**src/rtl/multicycle_ctrl.sv**
```systemverilog
// Control FSM for a multicycle RV32-subset datapath: sequences fetch, decode,
// execute, memory and write-back, and traps on illegal opcodes or memory timeouts.
module multicycle_ctrl (
    input  logic       clk,
    input  logic       rst_n,
    input  logic [6:0] opcode,
    input  logic [2:0] funct3,
    input  logic       mem_ready,
    input  logic       br_taken,
    output logic       ir_write,
    output logic       pc_write,
    output logic       pc_src,
    output logic       mem_req,
    output logic       mem_we,
    output logic       mem_addr_src,
    output logic [2:0] dm_ctrl,
    output logic       ru_write,
    output logic [1:0] ru_data_src,
    output logic       instr_done,
    output logic       illegal,
    output logic       bus_err,
    output logic [2:0] state
);

    typedef enum logic [2:0] {
        S_FETCH  = 3'd0,
        S_DECODE = 3'd1,
        S_EXEC   = 3'd2,
        S_MEM    = 3'd3,
        S_WB     = 3'd4,
        S_TRAP   = 3'd5
    } state_t;

    typedef struct packed {
        logic       ir_write;
        logic       pc_write;
        logic       pc_src;
        logic       mem_req;
        logic       mem_we;
        logic       mem_addr_src;
        logic [2:0] dm_ctrl;
        logic       ru_write;
        logic [1:0] ru_data_src;
        logic       instr_done;
    } ctrl_t;

    localparam logic [6:0] OP_R      = 7'b0110011;
    localparam logic [6:0] OP_I      = 7'b0010011;
    localparam logic [6:0] OP_LUI    = 7'b0110111;
    localparam logic [6:0] OP_LOAD   = 7'b0000011;
    localparam logic [6:0] OP_STORE  = 7'b0100011;
    localparam logic [6:0] OP_BRANCH = 7'b1100011;
    localparam logic [6:0] OP_JAL    = 7'b1101111;

    localparam logic [3:0] WAIT_LIMIT = 4'd15;

    state_t     state_q;
    state_t     next_state;
    logic [3:0] wait_cnt;
    logic       illegal_q;
    logic       bus_err_q;
    logic       set_illegal;
    logic       set_bus_err;
    ctrl_t      ctrl;
    ctrl_t      ctrl_out;

    logic is_load, is_store, is_branch, is_jal, is_wb_only, supported;

    always_comb begin
        is_load    = (opcode == OP_LOAD);
        is_store   = (opcode == OP_STORE);
        is_branch  = (opcode == OP_BRANCH);
        is_jal     = (opcode == OP_JAL);
        is_wb_only = (opcode == OP_R) || (opcode == OP_I) || (opcode == OP_LUI) || is_jal;
        supported  = is_wb_only || is_load || is_store || is_branch;
    end

    // NOTE: every signal driven here gets a default first so no path leaves one unassigned (no latches).
    always_comb begin
        next_state  = state_q;
        ctrl        = '0;
        set_illegal = 1'b0;
        set_bus_err = 1'b0;

        case (state_q)
            S_FETCH: begin
                ctrl.mem_req = 1'b1;
                if (mem_ready) begin
                    ctrl.ir_write = 1'b1;
                    next_state    = S_DECODE;
                end else if (wait_cnt == WAIT_LIMIT) begin
                    next_state  = S_TRAP;
                    set_bus_err = 1'b1;
                end
            end

            S_DECODE: begin
                if (supported) begin
                    next_state = S_EXEC;
                end else begin
                    next_state  = S_TRAP;
                    set_illegal = 1'b1;
                end
            end

            S_EXEC: begin
                if (is_load || is_store) begin
                    next_state = S_MEM;
                end else if (is_branch) begin
                    ctrl.pc_write   = 1'b1;
                    ctrl.pc_src     = br_taken;
                    ctrl.instr_done = 1'b1;
                    next_state      = S_FETCH;
                end else if (is_wb_only) begin
                    next_state = S_WB;
                end else begin
                    // IR changed under us; treat it like a decode-time illegal opcode.
                    next_state  = S_TRAP;
                    set_illegal = 1'b1;
                end
            end

            S_MEM: begin
                ctrl.mem_req      = 1'b1;
                ctrl.mem_addr_src = 1'b1;
                ctrl.mem_we       = is_store;
                ctrl.dm_ctrl      = funct3;
                if (mem_ready) begin
                    if (is_store) begin
                        ctrl.pc_write   = 1'b1;
                        ctrl.instr_done = 1'b1;
                        next_state      = S_FETCH;
                    end else begin
                        next_state = S_WB;
                    end
                end else if (wait_cnt == WAIT_LIMIT) begin
                    next_state  = S_TRAP;
                    set_bus_err = 1'b1;
                end
            end

            S_WB: begin
                ctrl.ru_write    = 1'b1;
                ctrl.pc_write    = 1'b1;
                ctrl.instr_done  = 1'b1;
                ctrl.pc_src      = is_jal;
                ctrl.ru_data_src = is_load ? 2'b01 : (is_jal ? 2'b10 : 2'b00);
                next_state       = S_FETCH;
            end

            S_TRAP: next_state = S_TRAP;

            default: next_state = S_TRAP;
        endcase
    end

    // NOTE: sequential state uses non-blocking assignments so all registers update from pre-edge values.
    always_ff @(posedge clk) begin
        if (!rst_n) begin
            state_q   <= S_FETCH;
            wait_cnt  <= 4'd0;
            illegal_q <= 1'b0;
            bus_err_q <= 1'b0;
        end else begin
            state_q <= next_state;
            if (set_illegal) illegal_q <= 1'b1;
            if (set_bus_err) bus_err_q <= 1'b1;
            if ((next_state != state_q) && ((next_state == S_FETCH) || (next_state == S_MEM))) begin
                wait_cnt <= 4'd0;
            end else if (ctrl.mem_req && !mem_ready) begin
                wait_cnt <= wait_cnt + 4'd1;
            end
        end
    end

    // While reset is held every strobe is forced low so an aborted instruction commits nothing.
    always_comb begin
        ctrl_out = rst_n ? ctrl : '0;
    end

    assign ir_write     = ctrl_out.ir_write;
    assign pc_write     = ctrl_out.pc_write;
    assign pc_src       = ctrl_out.pc_src;
    assign mem_req      = ctrl_out.mem_req;
    assign mem_we       = ctrl_out.mem_we;
    assign mem_addr_src = ctrl_out.mem_addr_src;
    assign dm_ctrl      = ctrl_out.dm_ctrl;
    assign ru_write     = ctrl_out.ru_write;
    assign ru_data_src  = ctrl_out.ru_data_src;
    assign instr_done   = ctrl_out.instr_done;
    assign illegal      = rst_n & illegal_q;
    assign bus_err      = rst_n & bus_err_q;
    assign state        = state_q;

endmodule
```
**config.mk**
```make
export PLATFORM = sky130hd
export DESIGN_NAME = multicycle_ctrl
export DESIGN_NICKNAME = d
export VERILOG_FILES = /design/src/rtl/multicycle_ctrl.sv
export SDC_FILE = /design/constraint.sdc
export NUM_CORES = 1
export LEC_CHECK = 0
export ABC_AREA = 0
export CELL_PAD_IN_SITES_DETAIL_PLACEMENT = 1
export CELL_PAD_IN_SITES_GLOBAL_PLACEMENT = 2
export CORE_MARGIN = 5
export CORE_UTILIZATION = 25
export DETAILED_ROUTE_END_ITERATION = 16
export HOLD_SLACK_MARGIN = 0.12
export PLACE_DENSITY = 0.83
export SLEW_MARGIN = 30
export SYNTH_ARGS = -nofsm -noshare
export SYNTH_HDL_FRONTEND = slang
export SYNTH_SLANG_ARGS = --single-unit
export TNS_END_PERCENT = 50
```
**constraint.sdc**
```tcl
create_clock -name clk -period 2.8 [get_ports clk]
set_input_delay 0.56 -clock clk [delete_from_list [all_inputs] [get_ports clk]]
set_output_delay 0.56 -clock clk [all_outputs]
set_load 0.01 [all_outputs]
```
---- Word-level counts from Yosys, hierarchy flattened ----
Cells that the tools add are included.
cells by class
  $add $sub $neg .......................... 1
  equal/unequal tests ..................... 14
  multiplexer cells ....................... 34
  bitwise logic cells ..................... 3
  reductions and logical operators ........ 15
operators by type and width
  operator               count
  $mux W3                8
  $eq A7 B6 Y1 const B   3
  $mux W1                15
  $pmux W3 S5            1
  $eq A7 B7 Y1 const B   2
  $mux W13               1
  $eq A3 B2 Y1 const B   3
  $logic_or A1 B1 Y1     8
  $mux W2                4
  $eq A7 B2 Y1 const B   1
  $eq A7 B5 Y1 const B   1
  $logic_not A3 Y1       2
  $pmux W1 S3            2
  $mux W5                1
  $add A4 B1 Y4 const B  1
  $eq A4 B4 Y1 const B   1
  $pmux W1 S2            2
  $reduce_or A2 Y1       2
  $eq A3 B1 Y1 const B   1
  $eq A3 B3 Y1 const B   1
  $ne A3 B3 Y1           1
  $and A1 B1 Y1          2
  $logic_and A1 B1 Y1    2
  $logic_not A1 Y1       1
  $not A1 Y1             1
storage, ports and cells
  flip-flop bits (word level) ............. 9
  input bits .............................. 14
  output and inout port bits .............. 18
  logic and storage cells ................. 71

---- Longest topological paths before layout ----
  depth in word-level cells ............... 13
  gate-level depth with buffers ........... 7
  mapped depth without buffers ............ 6

---- Worst setup path before layout ----
OpenSTA, ideal clock, no wires.
  kind .................................... reg-to-output
  from .................................... reg state_q[0], in the netlist state[0]
  to ...................................... out pc_write
  arrival ................................. 1.701 ns
  required time ........................... 2.240 ns
  setup slack ............................. 0.539 ns
  cell stages (with the launch flop) ...... 8
  buffers on the path ..................... 2
  path through ............................ dfxtp_1 clkbuf_1 nand2_1 nor2_1 and2_1 nand2_1 o21ai_0 buf_4
on the way
  word-level cells in the longest chain between the ends .. 3
  elaborated cells between the ends (all ways) .. 5
  those cells by class .................... eq/ne (3); mux (2)
RTL lines
  element                                       RTL line  RTL
  start, declared                               57        state_t state_q;
  start signal, assigned                        165       state_q <= next_state;
  $eq A3 B3 Y1 or $eq A3 B2 Y1 (tied branches)  85        case (state_q)
  $pmux W1 S3 *                                 85
  $mux W13 *                                    178       ctrl_out = rst_n ? ctrl : '0;
  end, declared                                 11        output logic pc_write,
Every way passes the cells marked *; elsewhere a longest branch is shown, timed or not.

---- Worst setup path in the final report ----
  from .................................... in opcode[1]
  to ...................................... out instr_done
on the way
  word-level cells in the longest chain between the ends .. 5
  elaborated cells between the ends (all ways) .. 10
  those cells by class .................... eq/ne (3); mux (6); reduce/logical (1)
RTL lines
  element                                     RTL line  RTL
  start, declared                             6         input logic [6:0] opcode,
  $eq A7 B6 Y1, or another cell as far along  71        is_store = (opcode == OP_STORE);
  $mux W1, or another cell as far along       129       if (is_store) begin
  $mux W1, on equally long branches           128, 107
  $pmux W1 S3 *                               85
  $mux W13 *                                  178
  end, declared                               19        output logic instr_done,
Marks and branches as above.

==> flow_summary.yaml <==
hold_path:
  worstHoldStart: "illegal_q$_SDFFE_PN0P_"
  hold_depth: 2
  whs_endpoint: "illegal_q$_SDFFE_PN0P_"
  hp-class: "reg2reg"
synthesis:
  yosysTopAreaCell: "dfxtp_1"
  synth_seq_cells: 9
  synth-async-reset-ratio_pct: 0
  syn_area_um2: 871
  synth_cell_types: 46
  ys_seq_area_share_pct: 20.7
  synth_ff_type: "dfxtp_1"
  ys_top_cells_by_area: "dfxtp_1 21%, and2_1 4.3%, nor2_1 4.3%, nand3_1 4.0%, o21ai_0 4.0%"
  synthCells: 114
  synth-edff-count: 0
  synth_fp_nets: 129
  yosysWarnings: 0
  synth.top_cell.area_share_pct: 20.7
  avgSynthCellArea_um2: 7.64
grt:
  grt_max_degree: 13
  antenna_found_initial: 0
  track_usage_pct: 12.8
  grt.overflow.total: 0
  grt_pass1_vias: 1085
  grt_pass1_wl_um: 5180
power_and_ir_drop:
  p_sw_mw: 0.186
  p_int_mw: 0.326
  power_frac_seq_pct: 33.3
  swShare_pct: 36.3
  clkPwrFrac_pct: 20.4
  p_leak_nw: 0.576
  ir_drop_v: 0.000109
  total_power_mw: 0.512
  powerDensity_mw_per_mm2: 368
  p_comb_share_pct: 46.3
placed_design:
  place_area_mm2: 0.00136
  placed_cells: 207
  numPortBuffers: 31
  place_congestion: 0.853
  hpwl_um: 2570
cells_and_area:
  fin_cells: 211
  nets: 181
  n_antenna_cell: 0
  ff_latch_area_um2: 180
  syn2layout_area_growth_pct: 59.8
  multi_input_area_um2: 637
  layout_commonest_cell: "clkdlybuf4s50_1"
  drive_above_1_share_pct: 24.8
  final_cell_area_mm2: 0.00139
  fillers: 439
  mostFrequentLayoutCells: "25 x clkdlybuf4s50_1, 23 x buf_4, 10 x nor2_1"
clock_tree:
  h-tree-depth: 1
  worst_skew_pair.late_latency_ns: 0.27
  cts_max_path_buffers: 2
  clockRootBuffer: "clkbuf_4"
  clock_sinks: 9
  cts_buffers: 3
  cts_tree: "yes"
  cts.clk_slew.worst_paths_ns: 0.07
sta:
  max_freq_ghz: 0.374
  fin_hold_ws_ns: 0.455
  fin_tns_setup_ns: 0
  hold_viol: 0
  max_slew_margin_pct: 68.9
  drv_slew: 0
  rsz0062_at_grt: "no"
  skew_ns: 0.00319
  setup-violations-final: 0
  period_share_pct: 95.5
  tightest_slew_ns: 0.465
  timing.final.crit_period_ns: 2.67
critical_path:
  crit_cells: 8
  reg2reg_slack_ns: 0.88
  r2r-start: "state[1]$_SDFF_PN0_"
  critPathBufInv: 3
  crit_required_ns: 2.24
  endpoint_kind: "output port"
  critPathLaunchType: "primary input"
  path_cells: "clkdlybuf4s50_1 > buf_4 > and3_1 > and3_4 > and2_1 > nand2_1 > o21ai_1 > dlygate4sd2_1"
  cp.arrival_ns: 2.11
  crit_path_top_delay_cell: "clkdlybuf4s50_1"
  max_stage_delay_ns: 0.47
  critPathMaxFanout: 4
  crit_family: "buffers and inverters"
  cp-startpoint: "opcode[1]"
  r2r-end: "wait_cnt[3]$_SDFFE_PP0P_"
  reg2reg_depth: 6
  critPathKind: "in2out"
flow_run:
  maxCapViolations: 0
routing:
  wl_per_cell_um: 14.1
  ant_nets: 0
  first_iter_violations: 25
  first_pass_iters: 4
  via_count: 1023
  drc: 0
  vias_per_cell: 4.85
  drt_wl_total_um: 2980
floorplan:
  core_mm2: 0.00336
  die-height_um: 69.0
  initial_core_util_pct: 25.9
  ios: 32
  die-area_mm2: 0.00476
  die_w_um: 69.0
  rows: 21
run_status:
  status: "finished clean"
==> state kept, by name (all words and copies together), names as in the netlist <==
signal / cells
bus_err_q: 1
illegal_q: 1
state: 3
wait_cnt: 4
==> cells in the mapped netlist (2+ instances only) <==
library cell	instances
a21o_1	2
clkbuf_1	2
nor2_1	10
nand3_1	7
a21oi_1	3
nand2_1	8
dfxtp_1	9
a31oi_1	5
and2_1	6
nor3_1	2
buf_6	2
nand2b_1	5
nor2b_1	3
o21ai_0	7
or3_4	2
nand4b_1	2
inv_1	6
o211ai_1	2
xor2_1	3
and3_1	2
==> cells by family after synthesis <==
| group | count (synthesis) | synth area share (%) |
|---|---|---|
| multiplexers | 1 | 1.15 |
| buffers and inverters | 12 | 7.47 |
| flip-flops | 9 | 20.7 |
| AO/OA/AOI/OAI | 31 | 26.9 |
| XOR/XNOR | 4 | 4.02 |
| adder cells (fa/ha/maj) | 1 | 1.44 |
| AND/OR/NAND/NOR | 56 | 38.4 |
==> metal layers <==
| metal | track usage (%) | wire length (um) |
|---|---|---|
| met3 | 1.60 | 88 |
| met4 | 4.77 | 59 |
| met2 | 24.0 | 1550 |
| met5 | 0 | 0 |
| met1 | 14.5 | 1280 |
==> repair_timing <==
item                                    4_1_cts  5_1_grt
hold buffers                                  0        0
hold endpoints to repair                      0        0
gates resized for setup                       8        1
endpoints found under the setup margin        6        2
pin swaps                                     1        1
setup buffers                                 0        0
==> worst max-delay path by stage <==
stage	end	slack, ns
final	instr_done	0.13
after global routing	instr_done	0.0007
after CTS	instr_done	0.08
after detailed placement	instr_done	-0.26
after global placement	pc_write	-0.22
after floorplan	pc_write	0.54
==> area by class of cell <==
type | instances | share of cell area (%)
Multi-Input combinational cell | 93 | 45.8
Timing Repair Buffer | 53 | 33.5
Sequential cell | 9 | 12.9
Tap cell | 46 | 4.14
Clock buffer | 3 | 1.62
Inverter | 6 | 1.62
Clock inverter | 1 | 0.360
==> tightest hold or removal path, stage by stage (launching register included) <==
cell and delay (ns):
dfxtp_1 0.31, nand2_1 0.06, o31ai_1 0.06
==> stage by stage <==
stage | setup WS [ns] | util [%]
3_3_place_gp | -0.220 | 40.5
2_1_floorplan | 0.539 | -
6_report | 0.126 | 41.4
5_1_grt | 0.000662 | 41.4
3_5_place_dp | -0.262 | 40.5
4_1_cts | 0.0790 | 41.4
==> power groups by stage <==
stage / clock network, mW / logic, mW / registers (mW)
floorplan: 0 / 0.142 / 0.167
global placement: 0 / 0.234 / 0.171
detailed placement: 0 / 0.241 / 0.173
CTS: 0.108 / 0.241 / 0.171
global route: 0.112 / 0.260 / 0.173
finish: 0.104 / 0.237 / 0.171
Note: power is estimated with default switching activity, not from simulation.
